## src/rtl/i2s_tx_if.sv

```systemverilog
// Mixer-to-I2S bus: summed sample words and strobe in, serial I2S stream and status pulses out.
interface i2s_tx_if #(
   parameter int IN_WIDTH = 19
);
   logic signed [IN_WIDTH-1:0] snd_left;
   logic signed [IN_WIDTH-1:0] snd_right;
   logic                       snd_sample;
   logic                       i2s_bclk;
   logic                       i2s_lrck;
   logic                       i2s_sdata;
   logic                       frame_start;
   logic                       underrun;
   logic                       clip;

   modport master (
      output snd_left, snd_right, snd_sample,
      input  i2s_bclk, i2s_lrck, i2s_sdata, frame_start, underrun, clip
   );

   modport slave (
      input  snd_left, snd_right, snd_sample,
      output i2s_bclk, i2s_lrck, i2s_sdata, frame_start, underrun, clip
   );
endinterface

```

## src/rtl/i2s_tx.sv

```systemverilog
// Philips I2S transmitter: gain/saturate captured mixer samples, serialize one stereo frame
// of 2*SLOT_BITS bit clocks; all output updates are aligned to the BCLK falling edge.
module i2s_tx #(
   parameter int IN_WIDTH   = 19,
   parameter int SLOT_BITS  = 24,
   parameter int HALF_DIV   = 9,
   parameter int GAIN_SHIFT = 0
) (
   input  logic      clk,
   input  logic      rst,
   i2s_tx_if.slave   bus
);

   localparam int FW  = 2 * SLOT_BITS;
   localparam int BW  = $clog2(FW);
   localparam int DW  = (HALF_DIV > 1) ? $clog2(HALF_DIV) : 1;
   localparam int XW  = IN_WIDTH + GAIN_SHIFT;
   localparam int PAD = SLOT_BITS - IN_WIDTH;

   localparam logic signed [XW-1:0] X_MAX = {{(GAIN_SHIFT+1){1'b0}}, {(IN_WIDTH-1){1'b1}}};
   localparam logic signed [XW-1:0] X_MIN = {{(GAIN_SHIFT+1){1'b1}}, {(IN_WIDTH-1){1'b0}}};

   function automatic logic signed [XW-1:0] prescale(input logic signed [IN_WIDTH-1:0] v);
      logic signed [XW-1:0] x;
      x = XW'(v);
      return x <<< GAIN_SHIFT;
   endfunction

   function automatic logic is_sat(input logic signed [XW-1:0] x);
      return (x > X_MAX) || (x < X_MIN);
   endfunction

   function automatic logic signed [IN_WIDTH-1:0] sat_fn(input logic signed [XW-1:0] x);
      if (x > X_MAX)
         return {1'b0, {(IN_WIDTH-1){1'b1}}};
      else if (x < X_MIN)
         return {1'b1, {(IN_WIDTH-1){1'b0}}};
      else
         return x[IN_WIDTH-1:0];
   endfunction

   function automatic logic [SLOT_BITS-1:0] align_fn(input logic signed [IN_WIDTH-1:0] s);
      logic [SLOT_BITS-1:0] w;
      w = SLOT_BITS'($unsigned(s));
      return w << PAD;
   endfunction

   logic [DW-1:0]        div_q, div_d;
   logic                 bclk_q, bclk_d;
   logic [BW-1:0]        bit_q, bit_d;
   logic                 lrck_q, lrck_d;
   logic                 sdata_q, sdata_d;
   logic [SLOT_BITS-1:0] holding_l_q, holding_l_d;
   logic [SLOT_BITS-1:0] holding_r_q, holding_r_d;
   logic [SLOT_BITS-1:0] shift_l_q, shift_l_d;
   logic [SLOT_BITS-1:0] shift_r_q, shift_r_d;
   logic                 fresh_q, fresh_d;
   logic                 frame_start_q, frame_start_d;
   logic                 underrun_q, underrun_d;
   logic                 clip_q, clip_d;

   logic                 fall;
   logic                 load;
   logic                 capture;
   logic signed [XW-1:0] xl, xr;
   logic [BW-1:0]        idx;
   logic [FW-1:0]        frame;

   always_comb begin
      div_d  = div_q + 1'b1;
      bclk_d = bclk_q;
      fall   = 1'b0;
      if (div_q == DW'(HALF_DIV-1)) begin
         div_d  = '0;
         bclk_d = ~bclk_q;
         fall   = bclk_q;
      end

      bit_d = bit_q;
      if (fall)
         bit_d = (bit_q == BW'(FW-1)) ? '0 : bit_q + 1'b1;
      load = fall && (bit_d == '0);

      capture     = bus.snd_sample;
      xl          = prescale(bus.snd_left);
      xr          = prescale(bus.snd_right);
      holding_l_d = capture ? align_fn(sat_fn(xl)) : holding_l_q;
      holding_r_d = capture ? align_fn(sat_fn(xr)) : holding_r_q;

      // Load takes the pre-capture holding words; a coincident capture stays fresh for the next frame.
      shift_l_d     = load ? holding_l_q : shift_l_q;
      shift_r_d     = load ? holding_r_q : shift_r_q;
      fresh_d       = capture | (fresh_q & ~load);
      frame_start_d = load;
      underrun_d    = load & ~fresh_q;
      clip_d        = capture & (is_sat(xl) | is_sat(xr));

      lrck_d  = lrck_q;
      sdata_d = sdata_q;
      idx     = BW'(FW-1) - bit_d;
      frame   = {shift_l_d, shift_r_d};
      if (fall) begin
         lrck_d  = (bit_d >= BW'(SLOT_BITS-1)) && (bit_d < BW'(FW-1));
         sdata_d = frame[idx];
      end
   end

   always_ff @(posedge clk) begin
      if (rst) begin
         div_q         <= '0;
         bclk_q        <= 1'b0;
         bit_q         <= '0;
         lrck_q        <= 1'b0;
         sdata_q       <= 1'b0;
         holding_l_q   <= '0;
         holding_r_q   <= '0;
         shift_l_q     <= '0;
         shift_r_q     <= '0;
         fresh_q       <= 1'b0;
         frame_start_q <= 1'b0;
         underrun_q    <= 1'b0;
         clip_q        <= 1'b0;
      end else begin
         div_q         <= div_d;
         bclk_q        <= bclk_d;
         bit_q         <= bit_d;
         lrck_q        <= lrck_d;
         sdata_q       <= sdata_d;
         holding_l_q   <= holding_l_d;
         holding_r_q   <= holding_r_d;
         shift_l_q     <= shift_l_d;
         shift_r_q     <= shift_r_d;
         fresh_q       <= fresh_d;
         frame_start_q <= frame_start_d;
         underrun_q    <= underrun_d;
         clip_q        <= clip_d;
      end
   end

   assign bus.i2s_bclk    = bclk_q;
   assign bus.i2s_lrck    = lrck_q;
   assign bus.i2s_sdata   = sdata_q;
   assign bus.frame_start = frame_start_q;
   assign bus.underrun    = underrun_q;
   assign bus.clip        = clip_q;

endmodule

```

## src/flat_wrapper.sv

```systemverilog
// flat-port wrapper written by rule: the top's interface ports become plain ports
module i2s_tx_flat 
#(
   parameter int IN_WIDTH   = 19,
   parameter int SLOT_BITS  = 24,
   parameter int HALF_DIV   = 9,
   parameter int GAIN_SHIFT = 0
)
  (clk, rst, bus_snd_left, bus_snd_right, bus_snd_sample, bus_i2s_bclk, bus_i2s_lrck, bus_i2s_sdata, bus_frame_start, bus_underrun, bus_clip);
  i2s_tx_if #(.IN_WIDTH(IN_WIDTH)) bus_i ();
  input  logic clk;
  input  logic rst;
  input wire logic [$bits(bus_i.snd_left)-1:0] bus_snd_left;
  input wire logic [$bits(bus_i.snd_right)-1:0] bus_snd_right;
  input wire logic [$bits(bus_i.snd_sample)-1:0] bus_snd_sample;
  output wire logic [$bits(bus_i.i2s_bclk)-1:0] bus_i2s_bclk;
  output wire logic [$bits(bus_i.i2s_lrck)-1:0] bus_i2s_lrck;
  output wire logic [$bits(bus_i.i2s_sdata)-1:0] bus_i2s_sdata;
  output wire logic [$bits(bus_i.frame_start)-1:0] bus_frame_start;
  output wire logic [$bits(bus_i.underrun)-1:0] bus_underrun;
  output wire logic [$bits(bus_i.clip)-1:0] bus_clip;
  assign bus_i.snd_left = bus_snd_left;
  assign bus_i.snd_right = bus_snd_right;
  assign bus_i.snd_sample = bus_snd_sample;
  assign bus_i2s_bclk = bus_i.i2s_bclk;
  assign bus_i2s_lrck = bus_i.i2s_lrck;
  assign bus_i2s_sdata = bus_i.i2s_sdata;
  assign bus_frame_start = bus_i.frame_start;
  assign bus_underrun = bus_i.underrun;
  assign bus_clip = bus_i.clip;
  i2s_tx #(.IN_WIDTH(IN_WIDTH), .SLOT_BITS(SLOT_BITS), .HALF_DIV(HALF_DIV), .GAIN_SHIFT(GAIN_SHIFT)) u_core (.clk(clk), .rst(rst), .bus(bus_i));
endmodule
```

## config.mk

```make
export PLATFORM = sky130hd
export DESIGN_NAME = i2s_tx_flat
export DESIGN_NICKNAME = d
export VERILOG_FILES = /design/src/rtl/i2s_tx_if.sv /design/src/rtl/i2s_tx.sv /design/src/flat_wrapper.sv
export SDC_FILE = /design/constraint.sdc
export NUM_CORES = 1
export LEC_CHECK = 0
export ABC_AREA = 1
export BUFFER_PORTS_ARGS = -buffer_cell sky130_fd_sc_hd__buf_4
export CORE_MARGIN = 3
export CORE_UTILIZATION = 55
export CTS_CLUSTER_DIAMETER = 200
export DETAILED_ROUTE_END_ITERATION = 6
export PLACE_DENSITY = 0.83
export SLEW_MARGIN = 10
export SYNTH_ARGS = -nofsm -noshare
export SYNTH_HDL_FRONTEND = slang
export SYNTH_SLANG_ARGS = --single-unit
```

## constraint.sdc

```tcl
create_clock -name clk -period 3.1 [get_ports clk]
set_input_delay 0.155 -clock clk [delete_from_list [all_inputs] [get_ports clk]]
set_output_delay 0.155 -clock clk [all_outputs]
set_load 0.03 [all_outputs]
```

# Word-level counts from Yosys, hierarchy flattened
# Cells that the tools add are included.
word_totals:
  inputBits: 41
  register_bits: 103
  output_inout_bits: 6
op_classes:
  n_eq_ne: 2
  n_bitwise: 8
  reduce_logical: 6
  addsub: 3
  n_mux: 11
  order_cmp: 7
ops:
  columns: ["operator", "count"]
  rows:
  - ["19-bit 2-to-1 mux", 4]
  - ["24-bit 2-to-1 mux", 2]
  - ["19-bit > comparator, second input constant", 2]
  - ["19-bit less-than comparator, second input constant", 2]
  - ["6-bit 2-to-1 mux", 2]
  - ["6-bit by 7-bit less-than comparator with 1-bit output, second input constant", 1]
  - ["6-bit by 1-bit adder with 6-bit output, second input constant", 1]
  - ["1-bit binary-select mux with 6-bit select", 1]
  - ["6-bit equality test, second input constant", 1]
  - ["6-bit by 5-bit >= comparator with 1-bit output, second input constant", 1]
  - ["6-bit logical NOT", 1]
  - ["6-bit less-than comparator, second input constant", 1]
  - ["6-bit subtractor, first input constant", 1]
  - ["4-bit by 1-bit adder with 4-bit output, second input constant", 1]
  - ["4-bit equality test, second input constant", 1]
  - ["1-bit bitwise AND", 3]
  - ["1-bit inverter", 3]
  - ["1-bit logical AND", 2]
  - ["1-bit logical OR", 2]
  - ["1-bit 2-to-1 mux", 2]
  - ["1-bit bitwise OR", 2]
  - ["2-bit OR reduction", 1]

# Logic depth before layout (Yosys ltp)
logic_depth:
  ltp_word: 8
  depth_mapped: 25
  ltp_nobuf: 24

# Least setup slack after synthesis
# Ideal clock, no wire load.
synth_path:
  path_kind: "reg2reg"
  startpoint: "reg u_core.div_q[0]"
  endpoint: "reg u_core.sdata_q (netlist: u_core.bus.i2s_sdata)"
  period_less_slack_ps: 2707
  path_stages_with_launch: 24
  t_arrival_ps: 2586
  setup_ps: 122
  slack_ps: 393
  cell_sequence: "dfxtp_1 > inv_1 > ha_1 > nand2_2 > nor2_4 > nand2_4 > o21ai_0 > nand2_1 > inv_1 > ha_1 > inv_1 > nor2_2 > nand3_2 > nor2_8 > buf_6 > nand2_1 > nand3_1 > nand2_1 > nor2_1 > nor2_1 > nor2_1 > nor2_1 > nor2_1 > a21oi_2"
synth_via:
  elab_chain_cells: 8
synth_rtl:
  columns: ["element", "line_no", "rtl"]
  rows:
  - ["from (decl)", "i2s_tx.sv:48", "logic [DW-1:0] div_q, div_d;"]
  - ["from (signal assigned)", "i2s_tx.sv:124", "div_q <= div_d;"]
  - ["4-bit equality test (*)", "i2s_tx.sv:73", "if (div_q == DW'(HALF_DIV-1)) begin"]
  - ["1-bit 2-to-1 mux (*)", "i2s_tx.sv:73", null]
  - ["6-bit 2-to-1 mux (*)", "i2s_tx.sv:80", "if (fall)"]
  - ["net u_core.bit_d[4]", "i2s_tx.sv:50", "logic [BW-1:0] bit_q, bit_d;"]
  - ["parallel branches: the longest is 3 deep, another holds 6-bit subtractor", null, null]
  - ["1-bit binary-select mux with 6-bit select (*)", "i2s_tx.sv:104", "sdata_d = frame[idx];"]
  - ["1-bit 2-to-1 mux (implied by the code) (*)", "i2s_tx.sv:104", null]
  - ["to (signal assigned)", "i2s_tx.sv:128", "sdata_q <= sdata_d;"]
  - ["to (decl)", "i2s_tx.sv:52", "logic sdata_q, sdata_d;"]
# Mark *: on every way through the listed nets, which the timed path passes. The select of a mux whose other input is x is not followed.
# A chain may end at the register's enable or synchronous reset.

# Final worst setup path
# Same ends and word-level chain as after synthesis.

==> impl_metrics.toml <==
[route]
wl_met2_mm = 5.141
route.detailed.wl_per_inst_um = 13.55
wl_mm = 10.81
wl_met3_um = 689
drc = 0
met1_length_mm = 4.760
drt-pass1-iter-count = 5
drt_iter0_drc = 320
antenna_left = 0
via_per_inst = 5.207
via_count = 4155
top_layer_used = "met4"

[cts]
cts_inserted_buffers = 9
cts_tree = "yes"
clk_pin_slew_worst_paths_ns = 0.12
clock-root-buffer = "clkbuf_8"
clk_latency_ns = 0.38
h-tree-depth = 3
cts_sinks = 103
clock_path_buffers = 2

[synthesis]
synth_mux_area_frac = 0
synth_top_family_by_area = "simple AND/OR/NAND/NOR gates"
synth_seq_cells = 103
syn_inst = 632
synth_fp_nets = 680
synth_fa_ha_area_frac = 0.01928
synth_compound_area_frac = 0.1121
ys_seq_area_frac = 0.4539
synth-xor-area-share = 0.003856
synth_simple_gate_area_frac = 0.3142
ys_types = 33
synth_area_mm2 = 0.004543
yosysWarnings = 0
avgSynthCellArea_um2 = 7.188

[timing]
maxSlewHeadroom = 0.4627
skew_ns = 0.01353
max_freq_mhz = 336.9
final_max_slew_viol_count = 0
hold_viol = 0
worst_pin_slew_ns = 0.8051
worst_slack_ns = 0.1317
fin_crit_sh = 0.9575
setup_viol = 0
fin_crit_ns = 2.968

[min_path]
hold_class = "primary input to flip-flop"

[layout]
drive_above_1_share = 0.1695
layout.nets = 739
n_antenna_cell = 0
seq_area_mm2 = 0.002063
multi_input_area_mm2 = 0.002103
fillers = 614
layout_common_cells = "nand2_1, nor2_1, dfxtp_1"
final_common_cell = "nand2_1"
syn_to_final_growth_pct = 20.41

[power]
total_power_w = 0.002419
p_clk_frac = 0.365
swShare = 0.2679
pwr_density_cell_mw_per_mm2 = 442.1
pwr-share-seq = 0.571
pwr-share-comb = 0.063
p_leak_nw = 2.444
p_switching_w = 0.0006481
ir_drop_mv = 0.2887
internal-power_w = 0.001771

[placed_design]
place_ws_ns = 0.05413
numPortBuffers = 46
place.gp.congestion = 0.8867
place_hpwl_mm = 7.029

[critical_path]
cpMaxStageDelayCell = "dfxtp_2"
endpoint_kind = "flip-flop"
crit_buf_inv = 4
cp_top_family = "simple AND/OR/NAND/NOR gates"
path_max_fanout = 19
critPathLaunchType = "flip-flop"
cp.required_ns = 3.42
max_stage_delay_ns = 0.35
crit_type = "flip-flop to flip-flop"
cpMostUsedCell = "nand3_1"
crit_path_cell_trace = "inv_1, ha_2, nand2_2, nor2_4, nand2_4, o21ai_2, nand2_1, inv_1, ha_1, inv_1, nor2_4, nand3_4, nor2_8, buf_12, nand2_1, nand3_1, nand3_1, nand3_1, nand3_1, nand2_1, nand3_2, a21oi_2"
crit_arrival_ns = 3.29

[global_routing]
grt_pass1_wl_mm = 18.11
antenna_found_initial = 0
grt_pass1_vias = 3946
grt_max_degree = 72
globalRouteOverflowTotal = 0
grtUsageTotal = 0.2305

[die]
ioPinCount = 47
rows = 32
die_x_um = 96.89
die_area_mm2 = 0.009387
core_mm2 = 0.007888
initial_core_util = 0.5760
die_height_um = 96.89

[job]
drv_cap = 0

[outcome]
outcome = "finished clean"
power by group through the flow:
stage / Sequential (W) / Clock, W / Combinational (W)
after floorplan: 0.00141 / 0 / 0.0000789
after global placement: 0.00141 / 0 / 0.000132
after detailed placement: 0.00141 / 0 / 0.000137
after CTS: 0.00138 / 0.000892 / 0.000152
after global routing: 0.00139 / 0.000944 / 0.000174
final: 0.00138 / 0.000883 / 0.000153
sequential cells by signal, indices dropped and copies added (netlist names), 4 cells and up:
register and flops:
u_core.bit_q 6, u_core.div_q 4, u_core.holding_r_q 19, u_core.holding_l_q 19
u_core.shift_l_q 24, u_core.shift_r_q 24
synthesized netlist by cell type, drive strengths merged:
library cell | count | area [um2]
nand3 | 61 | 325.3
buf | 13 | 101.3
a41oi | 1 | 8.760
o21ai | 43 | 215.2
a21oi | 27 | 150.2
clkbuf | 19 | 71.32
inv | 70 | 262.8
o21a | 3 | 22.52
dfxtp | 103 | 2062
xor2 | 1 | 8.760
ha | 7 | 87.58
nand4 | 1 | 6.260
nor3b | 1 | 7.510
or2 | 1 | 6.260
conb | 1 | 3.750
xnor2 | 1 | 8.760
nor3 | 3 | 15.01
nor2 | 119 | 491.7
a211oi | 15 | 112.6
nand2 | 142 | 575.6
layout make-up:
| class | count | area share |
|---|---|---|
| flip-flops and latches | 103 | 0.3772 |
| clock buffers | 9 | 0.02264 |
| well taps | 102 | 0.02333 |
| multi-input cells | 427 | 0.3845 |
| inverters | 70 | 0.04803 |
| clock inverters | 7 | 0.01761 |
| repair buffers | 80 | 0.1267 |
worst paths after layout:
path	slack [ns]	end	cells after the start	from
max	0.13	u_core.bus.i2s_sdata	22	u_core.div_q[0]
min	0.001	u_core.holding_r_q[18]	3	bus_snd_right[13]
max reg2reg	0.13	u_core.bus.i2s_sdata	22	u_core.div_q[0]
min reg2reg	0.43	u_core.bus.underrun	1	u_core.fresh_q
logic make-up after synthesis:
family                   count (synthesis)
other                                    1
adder cells (fa/ha/maj)                  7
AND/OR/NAND/NOR                        328
AO/OA/AOI/OAI                           89
buffers and inverters                  102
XOR/XNOR                                 2
flip-flops                             103
worst register-to-register path, cell delays in order, from the launching register on:
cell and delay [ns]:
dfxtp_2 0.35, inv_1 0.07, ha_2 0.20, nand2_2 0.07, nor2_4 0.15, nand2_4 0.11
o21ai_2 0.14, nand2_1 0.10, inv_1 0.08, ha_1 0.14, inv_1 0.06, nor2_4 0.12
nand3_4 0.13, nor2_8 0.21, buf_12 0.17, nand2_1 0.09, nand3_1 0.12, nand3_1 0.12
nand3_1 0.11, nand3_1 0.08, nand2_1 0.11, nand3_2 0.08, a21oi_2 0.10
routing by layer:
metal  vias up  track usage
met5         -            0
met4         0      0.06695
met3        19      0.04182
met2       158       0.3838
met1      1866       0.3059
li1       2112            -
repair_timing:
| item | 4_1_cts | 5_1_grt |
|---|---|---|
| setup buffers | 2 | 3 |
| hold endpoints to repair | 14 | 0 |
| cloned | 0 | 1 |
| endpoints found under the setup margin | 1 | 1 |
| resized for setup | 0 | 22 |
| hold buffers | 14 | 0 |
| pin swaps | 1 | 6 |
stage by stage:
step	instances	hold slack, ns	TNS, ns	instance area, um2	util
after floorplan	632	0.2899	0	4543	-
after global placement	762	0.3750	0	4961	0.6290
after detailed placement	762	0.3814	0	4961	0.6290
after CTS	794	0.003093	0	5336	0.6766
after global routing	798	0.002991	-0.03269	5470	0.6935
final	798	0.001227	0	5470	0.6935
(Power assumes the default switching activity.)
